[config.mk]
export PLATFORM = sky130hd
export DESIGN_NAME = mul_div_unit_flat
export DESIGN_NICKNAME = d
export VERILOG_FILES = /design/src/rtl/mul_div_if.sv /design/src/rtl/mul_div_unit.sv /design/src/flat_wrapper.sv
export SDC_FILE = /design/constraint.sdc
export NUM_CORES = 1
export LEC_CHECK = 0
export ABC_CLOCK_PERIOD_IN_PS = 4310
export BUFFER_PORTS_ARGS = -buffer_cell sky130_fd_sc_hd__buf_2
export CAP_MARGIN = 20
export CELL_PAD_IN_SITES_DETAIL_PLACEMENT = 1
export CELL_PAD_IN_SITES_GLOBAL_PLACEMENT = 1
export CORE_ASPECT_RATIO = 1.25
export CORE_MARGIN = 10
export CORE_UTILIZATION = 45
export DETAILED_ROUTE_END_ITERATION = 8
export PLACE_DENSITY = 0.76
export SLEW_MARGIN = 40
export SYNTH_ARGS = -nofsm -noshare
export SYNTH_HDL_FRONTEND = slang
export SYNTH_SLANG_ARGS = --single-unit
[constraint.sdc]
create_clock -name CLK -period 4.31 [get_ports CLK]
set_input_delay 0.431 -clock CLK [delete_from_list [all_inputs] [get_ports CLK]]
set_output_delay 0.431 -clock CLK [all_outputs]
set_load 0.1 [all_outputs]
[src/rtl/mul_div_if.sv]
// Request/response bundle between the EX stage and the multi-cycle multiply/divide unit.
interface mul_div_if #(
    parameter int WIDTH = 32
);
    logic             START;
    logic [4:0]       ALUOP;
    logic [WIDTH-1:0] OPERAND1;
    logic [WIDTH-1:0] OPERAND2;
    logic             FLUSH;
    logic             BUSY;
    logic             DONE;
    logic [WIDTH-1:0] RESULT;

    modport master (output START, ALUOP, OPERAND1, OPERAND2, FLUSH,
                    input  BUSY, DONE, RESULT);
    modport slave  (input  START, ALUOP, OPERAND1, OPERAND2, FLUSH,
                    output BUSY, DONE, RESULT);
endinterface

[src/rtl/mul_div_unit.sv]
// Multi-cycle RV32M multiply/divide unit: shift-add multiply, restoring divide,
// both on operand magnitudes with a one-cycle sign fix-up before the result is registered.
module mul_div_unit #(
    parameter int WIDTH = 32,
    parameter int CNT_W = 5
) (
    input  logic     CLK,
    input  logic     RESET,
    mul_div_if.slave bus
);
    localparam logic [4:0] OP_MUL    = 5'b01011;
    localparam logic [4:0] OP_MULH   = 5'b01100;
    localparam logic [4:0] OP_MULHSU = 5'b01101;
    localparam logic [4:0] OP_MULHU  = 5'b01110;
    localparam logic [4:0] OP_DIV    = 5'b01111;
    localparam logic [4:0] OP_DIVU   = 5'b10000;
    localparam logic [4:0] OP_REM    = 5'b10001;
    localparam logic [4:0] OP_REMU   = 5'b10010;

    typedef enum logic [1:0] {S_IDLE, S_CALC, S_FIX, S_DONE} state_t;

    state_t             r_state;
    logic [4:0]         r_op;
    logic [CNT_W-1:0]   r_cnt;
    logic [WIDTH-1:0]   r_ma;
    logic [WIDTH-1:0]   r_mb;
    logic [WIDTH-1:0]   r_quo;
    logic [WIDTH:0]     r_rem;
    logic [2*WIDTH-1:0] r_acc;
    logic               r_neg_q;
    logic               r_neg_r;
    logic [WIDTH-1:0]   r_result;

    function automatic logic [WIDTH-1:0] f_neg(input logic [WIDTH-1:0] v);
        return -v;
    endfunction

    logic             w_valid_op, w_sgn1_en, w_sgn2_en, w_sign1, w_sign2;
    logic             w_is_div, w_is_rem, w_div0, w_ovf;
    logic [WIDTH-1:0] w_mag1, w_mag2, w_fast;

    assign w_valid_op = bus.ALUOP inside {OP_MUL, OP_MULH, OP_MULHSU, OP_MULHU,
                                          OP_DIV, OP_DIVU, OP_REM, OP_REMU};
    assign w_sgn1_en  = bus.ALUOP inside {OP_MUL, OP_MULH, OP_MULHSU, OP_DIV, OP_REM};
    assign w_sgn2_en  = bus.ALUOP inside {OP_MUL, OP_MULH, OP_DIV, OP_REM};
    assign w_sign1    = w_sgn1_en & bus.OPERAND1[WIDTH-1];
    assign w_sign2    = w_sgn2_en & bus.OPERAND2[WIDTH-1];
    assign w_mag1     = w_sign1 ? f_neg(bus.OPERAND1) : bus.OPERAND1;
    assign w_mag2     = w_sign2 ? f_neg(bus.OPERAND2) : bus.OPERAND2;
    assign w_is_div   = bus.ALUOP inside {OP_DIV, OP_DIVU, OP_REM, OP_REMU};
    assign w_is_rem   = bus.ALUOP inside {OP_REM, OP_REMU};
    assign w_div0     = w_is_div && (bus.OPERAND2 == '0);
    assign w_ovf      = (bus.ALUOP inside {OP_DIV, OP_REM}) &&
                        (bus.OPERAND1 == {1'b1, {(WIDTH-1){1'b0}}}) && (bus.OPERAND2 == '1);
    // Divide-by-zero and signed overflow results are fixed by the ISA, no iteration needed.
    assign w_fast     = w_div0 ? (w_is_rem ? bus.OPERAND1 : '1)
                               : (w_is_rem ? '0 : bus.OPERAND1);

    logic [WIDTH:0]   w_mul_sum;
    logic [WIDTH+1:0] w_shift, w_diff;

    assign w_mul_sum = {1'b0, r_acc[2*WIDTH-1:WIDTH]} + (r_acc[0] ? {1'b0, r_ma} : '0);
    assign w_shift   = {r_rem, r_quo[WIDTH-1]};
    assign w_diff    = w_shift - {2'b00, r_mb};

    logic [2*WIDTH-1:0] w_prod;
    logic [WIDTH-1:0]   w_quo, w_remv, w_fix;

    assign w_prod = r_neg_q ? -r_acc : r_acc;
    assign w_quo  = r_neg_q ? f_neg(r_quo) : r_quo;
    assign w_remv = r_neg_r ? f_neg(r_rem[WIDTH-1:0]) : r_rem[WIDTH-1:0];

    always_comb begin
        w_fix = w_remv;
        case (r_op)
            OP_MUL:                       w_fix = w_prod[WIDTH-1:0];
            OP_MULH, OP_MULHSU, OP_MULHU: w_fix = w_prod[2*WIDTH-1:WIDTH];
            OP_DIV, OP_DIVU:              w_fix = w_quo;
            default:                      w_fix = w_remv;
        endcase
    end

    assign bus.BUSY   = (r_state != S_IDLE);
    assign bus.DONE   = (r_state == S_DONE);
    assign bus.RESULT = r_result;

    always_ff @(posedge CLK or negedge RESET) begin
        if (!RESET) begin
            r_state  <= S_IDLE;
            r_op     <= '0;
            r_cnt    <= '0;
            r_ma     <= '0;
            r_mb     <= '0;
            r_quo    <= '0;
            r_rem    <= '0;
            r_acc    <= '0;
            r_neg_q  <= 1'b0;
            r_neg_r  <= 1'b0;
            r_result <= '0;
        end else begin
            case (r_state)
                S_IDLE: begin
                    if (bus.START && !bus.FLUSH && w_valid_op) begin
                        r_op    <= bus.ALUOP;
                        r_ma    <= w_mag1;
                        r_mb    <= w_mag2;
                        r_acc   <= {{WIDTH{1'b0}}, w_mag2};
                        r_quo   <= w_mag1;
                        r_rem   <= '0;
                        r_neg_q <= w_sign1 ^ w_sign2;
                        r_neg_r <= w_sign1;
                        r_cnt   <= CNT_W'(WIDTH - 1);
                        if (w_div0 || w_ovf) begin
                            r_result <= w_fast;
                            r_state  <= S_DONE;
                        end else begin
                            r_state  <= S_CALC;
                        end
                    end
                end
                S_CALC: begin
                    if (bus.FLUSH) begin
                        r_state <= S_IDLE;
                    end else begin
                        // Both datapaths step every cycle; FIX picks the one the op needs.
                        r_acc <= {w_mul_sum, r_acc[WIDTH-1:1]};
                        r_rem <= w_diff[WIDTH+1] ? w_shift[WIDTH:0] : w_diff[WIDTH:0];
                        r_quo <= {r_quo[WIDTH-2:0], ~w_diff[WIDTH+1]};
                        if (r_cnt == '0) r_state <= S_FIX;
                        else             r_cnt   <= r_cnt - CNT_W'(1);
                    end
                end
                S_FIX: begin
                    if (bus.FLUSH) begin
                        r_state <= S_IDLE;
                    end else begin
                        r_result <= w_fix;
                        r_state  <= S_DONE;
                    end
                end
                S_DONE:  r_state <= S_IDLE;
                default: r_state <= S_IDLE;
            endcase
        end
    end
endmodule

[src/flat_wrapper.sv]
// flat-port wrapper written by rule: the top's interface ports become plain ports
module mul_div_unit_flat 
#(
    parameter int WIDTH = 32,
    parameter int CNT_W = 5
)
  (CLK, RESET, bus_START, bus_ALUOP, bus_OPERAND1, bus_OPERAND2, bus_FLUSH, bus_BUSY, bus_DONE, bus_RESULT);
  mul_div_if #(.WIDTH(WIDTH)) bus_i ();
  input  logic CLK;
  input  logic RESET;
  input wire logic [$bits(bus_i.START)-1:0] bus_START;
  input wire logic [$bits(bus_i.ALUOP)-1:0] bus_ALUOP;
  input wire logic [$bits(bus_i.OPERAND1)-1:0] bus_OPERAND1;
  input wire logic [$bits(bus_i.OPERAND2)-1:0] bus_OPERAND2;
  input wire logic [$bits(bus_i.FLUSH)-1:0] bus_FLUSH;
  output wire logic [$bits(bus_i.BUSY)-1:0] bus_BUSY;
  output wire logic [$bits(bus_i.DONE)-1:0] bus_DONE;
  output wire logic [$bits(bus_i.RESULT)-1:0] bus_RESULT;
  assign bus_i.START = bus_START;
  assign bus_i.ALUOP = bus_ALUOP;
  assign bus_i.OPERAND1 = bus_OPERAND1;
  assign bus_i.OPERAND2 = bus_OPERAND2;
  assign bus_i.FLUSH = bus_FLUSH;
  assign bus_BUSY = bus_i.BUSY;
  assign bus_DONE = bus_i.DONE;
  assign bus_RESULT = bus_i.RESULT;
  mul_div_unit #(.WIDTH(WIDTH), .CNT_W(CNT_W)) u_core (.CLK(CLK), .RESET(RESET), .bus(bus_i));
endmodule
==> metrics.cfg <==
[sta]
drv_slew=0
whs_ns=0.134
clock-skew-final_ns=0.0153
period_share_pct=91.7
finalHoldViolCount=0
slew_headroom_pct=42.1
fin_crit_ns=3.95
tightest_slew_ns=0.868
fmax_mhz=253
setup-tns-final_ns=0
rsz0062_at_grt=no
setup_viol_count_final=0

[setup_path]
cp_slowest_cell=dfrtp_1
cp_max_fo=23
crit_buf_inv=2
critPathTopFamily=compound AO/OA/AOI/OAI gates
crit_required_ns=4.73
timing.critical_path.mode_cell=o21ai_0
rrSetupSlack_ns=0.36
path_class=flop to flop
cp-end-kind=flop
path_cells=and2_1 -> ha_1 -> inv_1 -> fa_1 -> nor2b_1 -> o21a_1 -> o21ai_0 -> a21oi_1 -> o311a_1 -> o31ai_1 -> o21ai_0 -> buf_4 -> xnor2_1 -> o21ai_0
critical_path_cell_count=14
critical_path.max_stage_delay_ns=0.90
arrival_ns=4.37
r2r.worst_path.cells=14
crit_path_start_kind=flop

[floorplan]
core_um2=41300
initial_core_util_pct=45.8
dieArea_um2=50700
row_count=83
die_y_um=249
die_width_um=203
ios=107

[grt]
grt_max_degree=83
antenna_found_initial=0
grt_first_pass_wirelength_um=117000
grt_overflow=0
grtUsageTotal_pct=29.0
grt_pass1_vias=19841

[synth]
ys_ff_latch=239
syn_area_per_cell_um2=7.91
synth_common_cells=nand2_1, o21ai_0, dfrtp_1, a21oi_1, nor2_1
syn-instance-count=2393
synth_edf_count=0
syn_area_um2=18900
ys.flop_type=dfrtp_1
yosys.area.top_type=dfrtp_1
yosysUniqueCellTypes=85
synth_nets=2540
yosys_warnings=0
synthTopCellsByArea=dfrtp_1, o21ai_0, nand2_1
async_flop_share_pct=100
ys_seq_area_share_pct=31.6
synth_top_area_share_pct=31.6
yosysMostFrequentCell=nand2_1

[route]
via_count=19156
drc=0
drt_wl_total_um=75300
via_per_inst=6.30
drtAntennaViolNets=0
firstDrtPassIters=5
wire_per_inst_um=24.8
first_iter_violations=1363

[cts]
insertion_delay_ns=0.57
cts-root-buf=clkbuf_16
path_clk_slew_ns=0.06
cts_tree=done
cts_sinks=239
cts_resized=0
cts_max_path_buffers=3
htree_levels=1
numCtsBuffers=29

[power_and_ir_drop]
p_total_mw=17.8
net-switching-power_mw=9.36
seqPwrFrac_pct=26.2
comb_power_share_pct=59.0
p_clk_share_pct=14.7
intPower_mw=8.48
power_density_nw_per_um2=836
power.share.switching_pct=52.5
p_leak_nw=9.45
peakVddDrop_mv=0.509

[cells_and_area]
antenna_cells=0
fin_cells=3043
nNetsFinal=2616
synthToLayoutAreaGrowth_pct=12.7
drive_gt1_share_pct=11.5
design_area_um2=21300

[placed_design]
io_buffers=106
gp_congestion=0.980
post-place-cells=2989
hpwl_um=57800
dpl_cell_area_um2=20300

[status]
outcome=complete, no violations

[worst_hold_path]
min_path_type=primary input to flop
hold_depth=2

[flow_run]
cap_violations=0

area by class of cell:
type | count | area (um2)
multi-input combinational | 1945 | 12200
tap | 552 | 691
inverter | 76 | 285
clock inverter | 13 | 179
sequential | 239 | 5980
timing repair buffer | 178 | 1190
clock buffer | 40 | 827
fill | 5115 | 20000
worst paths after layout:
| path | start | endpoint |
|---|---|---|
| max in group asynchronous | RESET | u_core.r_acc[53] |
| setup reg to reg | u_core.r_acc[0] | u_core.r_acc[61] |
| hold / removal | bus_ALUOP[3] | u_core.r_op[4] |
| min in group asynchronous | RESET | u_core.r_mb[5] |
| setup / recovery | u_core.r_acc[0] | u_core.r_acc[61] |
| hold reg to reg | u_core.r_ma[30] | u_core.r_ma[30] |
stage by stage:
stage	util, %	worst slack, ns
detailed placement	49.2	0.474
global route	51.6	0.165
global placement	49.1	0.284
finish	51.6	0.359
floorplan	-	1.05
CTS	51.6	0.464
placed cells by master (no fill, tap or decap), types with 63 or more instances in the layout:
cell | synthesis | layout
a21oi_1 | 143 | 142
nand2_1 | 343 | 342
xor2_1 | 127 | 127
o21ai_0 | 338 | 337
xnor2_1 | 94 | 94
nor2_1 | 130 | 128
ha_1 | 72 | 72
dfrtp_1 | 239 | 237
buf_4 | 3 | 63
buf_2 | 8 | 105
inv_1 | 76 | 76
power by group through the flow:
stage	combinational [mW]	sequential [mW]	clock (mW)
2_1_floorplan	6.59	5.06	0
3_3_place_gp	10.0	4.60	0
3_5_place_dp	10.4	4.66	0
4_1_cts	10.4	4.63	2.67
5_1_grt	11.5	4.81	2.76
6_report	10.5	4.68	2.63
worst reg2reg max path, stage by stage (launching register included):
cell and delay [ns]:
dfrtp_1 0.90, and2_1 0.25, ha_1 0.20, inv_1 0.07, fa_1 0.41, nor2b_1 0.14
o21a_1 0.14, o21ai_0 0.11, a21oi_1 0.57, o311a_1 0.30, o31ai_1 0.14, o21ai_0 0.22
buf_4 0.16, xnor2_1 0.10, o21ai_0 0.09
metal layers:
layer / track usage, % / up-vias / routed length (um)
li1: - / 8782 / -
met3: 2.91 / 157 / 3830
met5: 0 / - / 0
met1: 35.8 / 9642 / 30800
met4: 14.2 / 0 / 3920
met2: 49.5 / 575 / 36800
sequential cells by signal (all words and copies together) (netlist names), 2 cells and up:
name,flops
u_core.r_acc,64
u_core.r_rem,33
u_core.bus.RESULT,32
u_core.r_ma,32
u_core.r_mb,32
u_core.r_quo,32
u_core.r_cnt,5
u_core.r_op,5
u_core.r_state,2
repair_timing:
item | CTS | global route
hold endpoints to repair | 43 | 0
hold buffers | 1 | 0
setup endpoints to repair | 0 | 0
setup buffers | 0 | 0
kinds of logic after synthesis:
family,after synthesis,synth area share (%)
and+or+nand+nor,823,21.5
AOI/OAI and AO/OA,792,25.5
DFF,239,31.6
xor gates and xnor gates,221,10.2
buffers and inverters,209,4.33
adders and majority gates,74,4.97
muxes,35,1.86
Note: power is estimated with default switching activity, not from simulation.
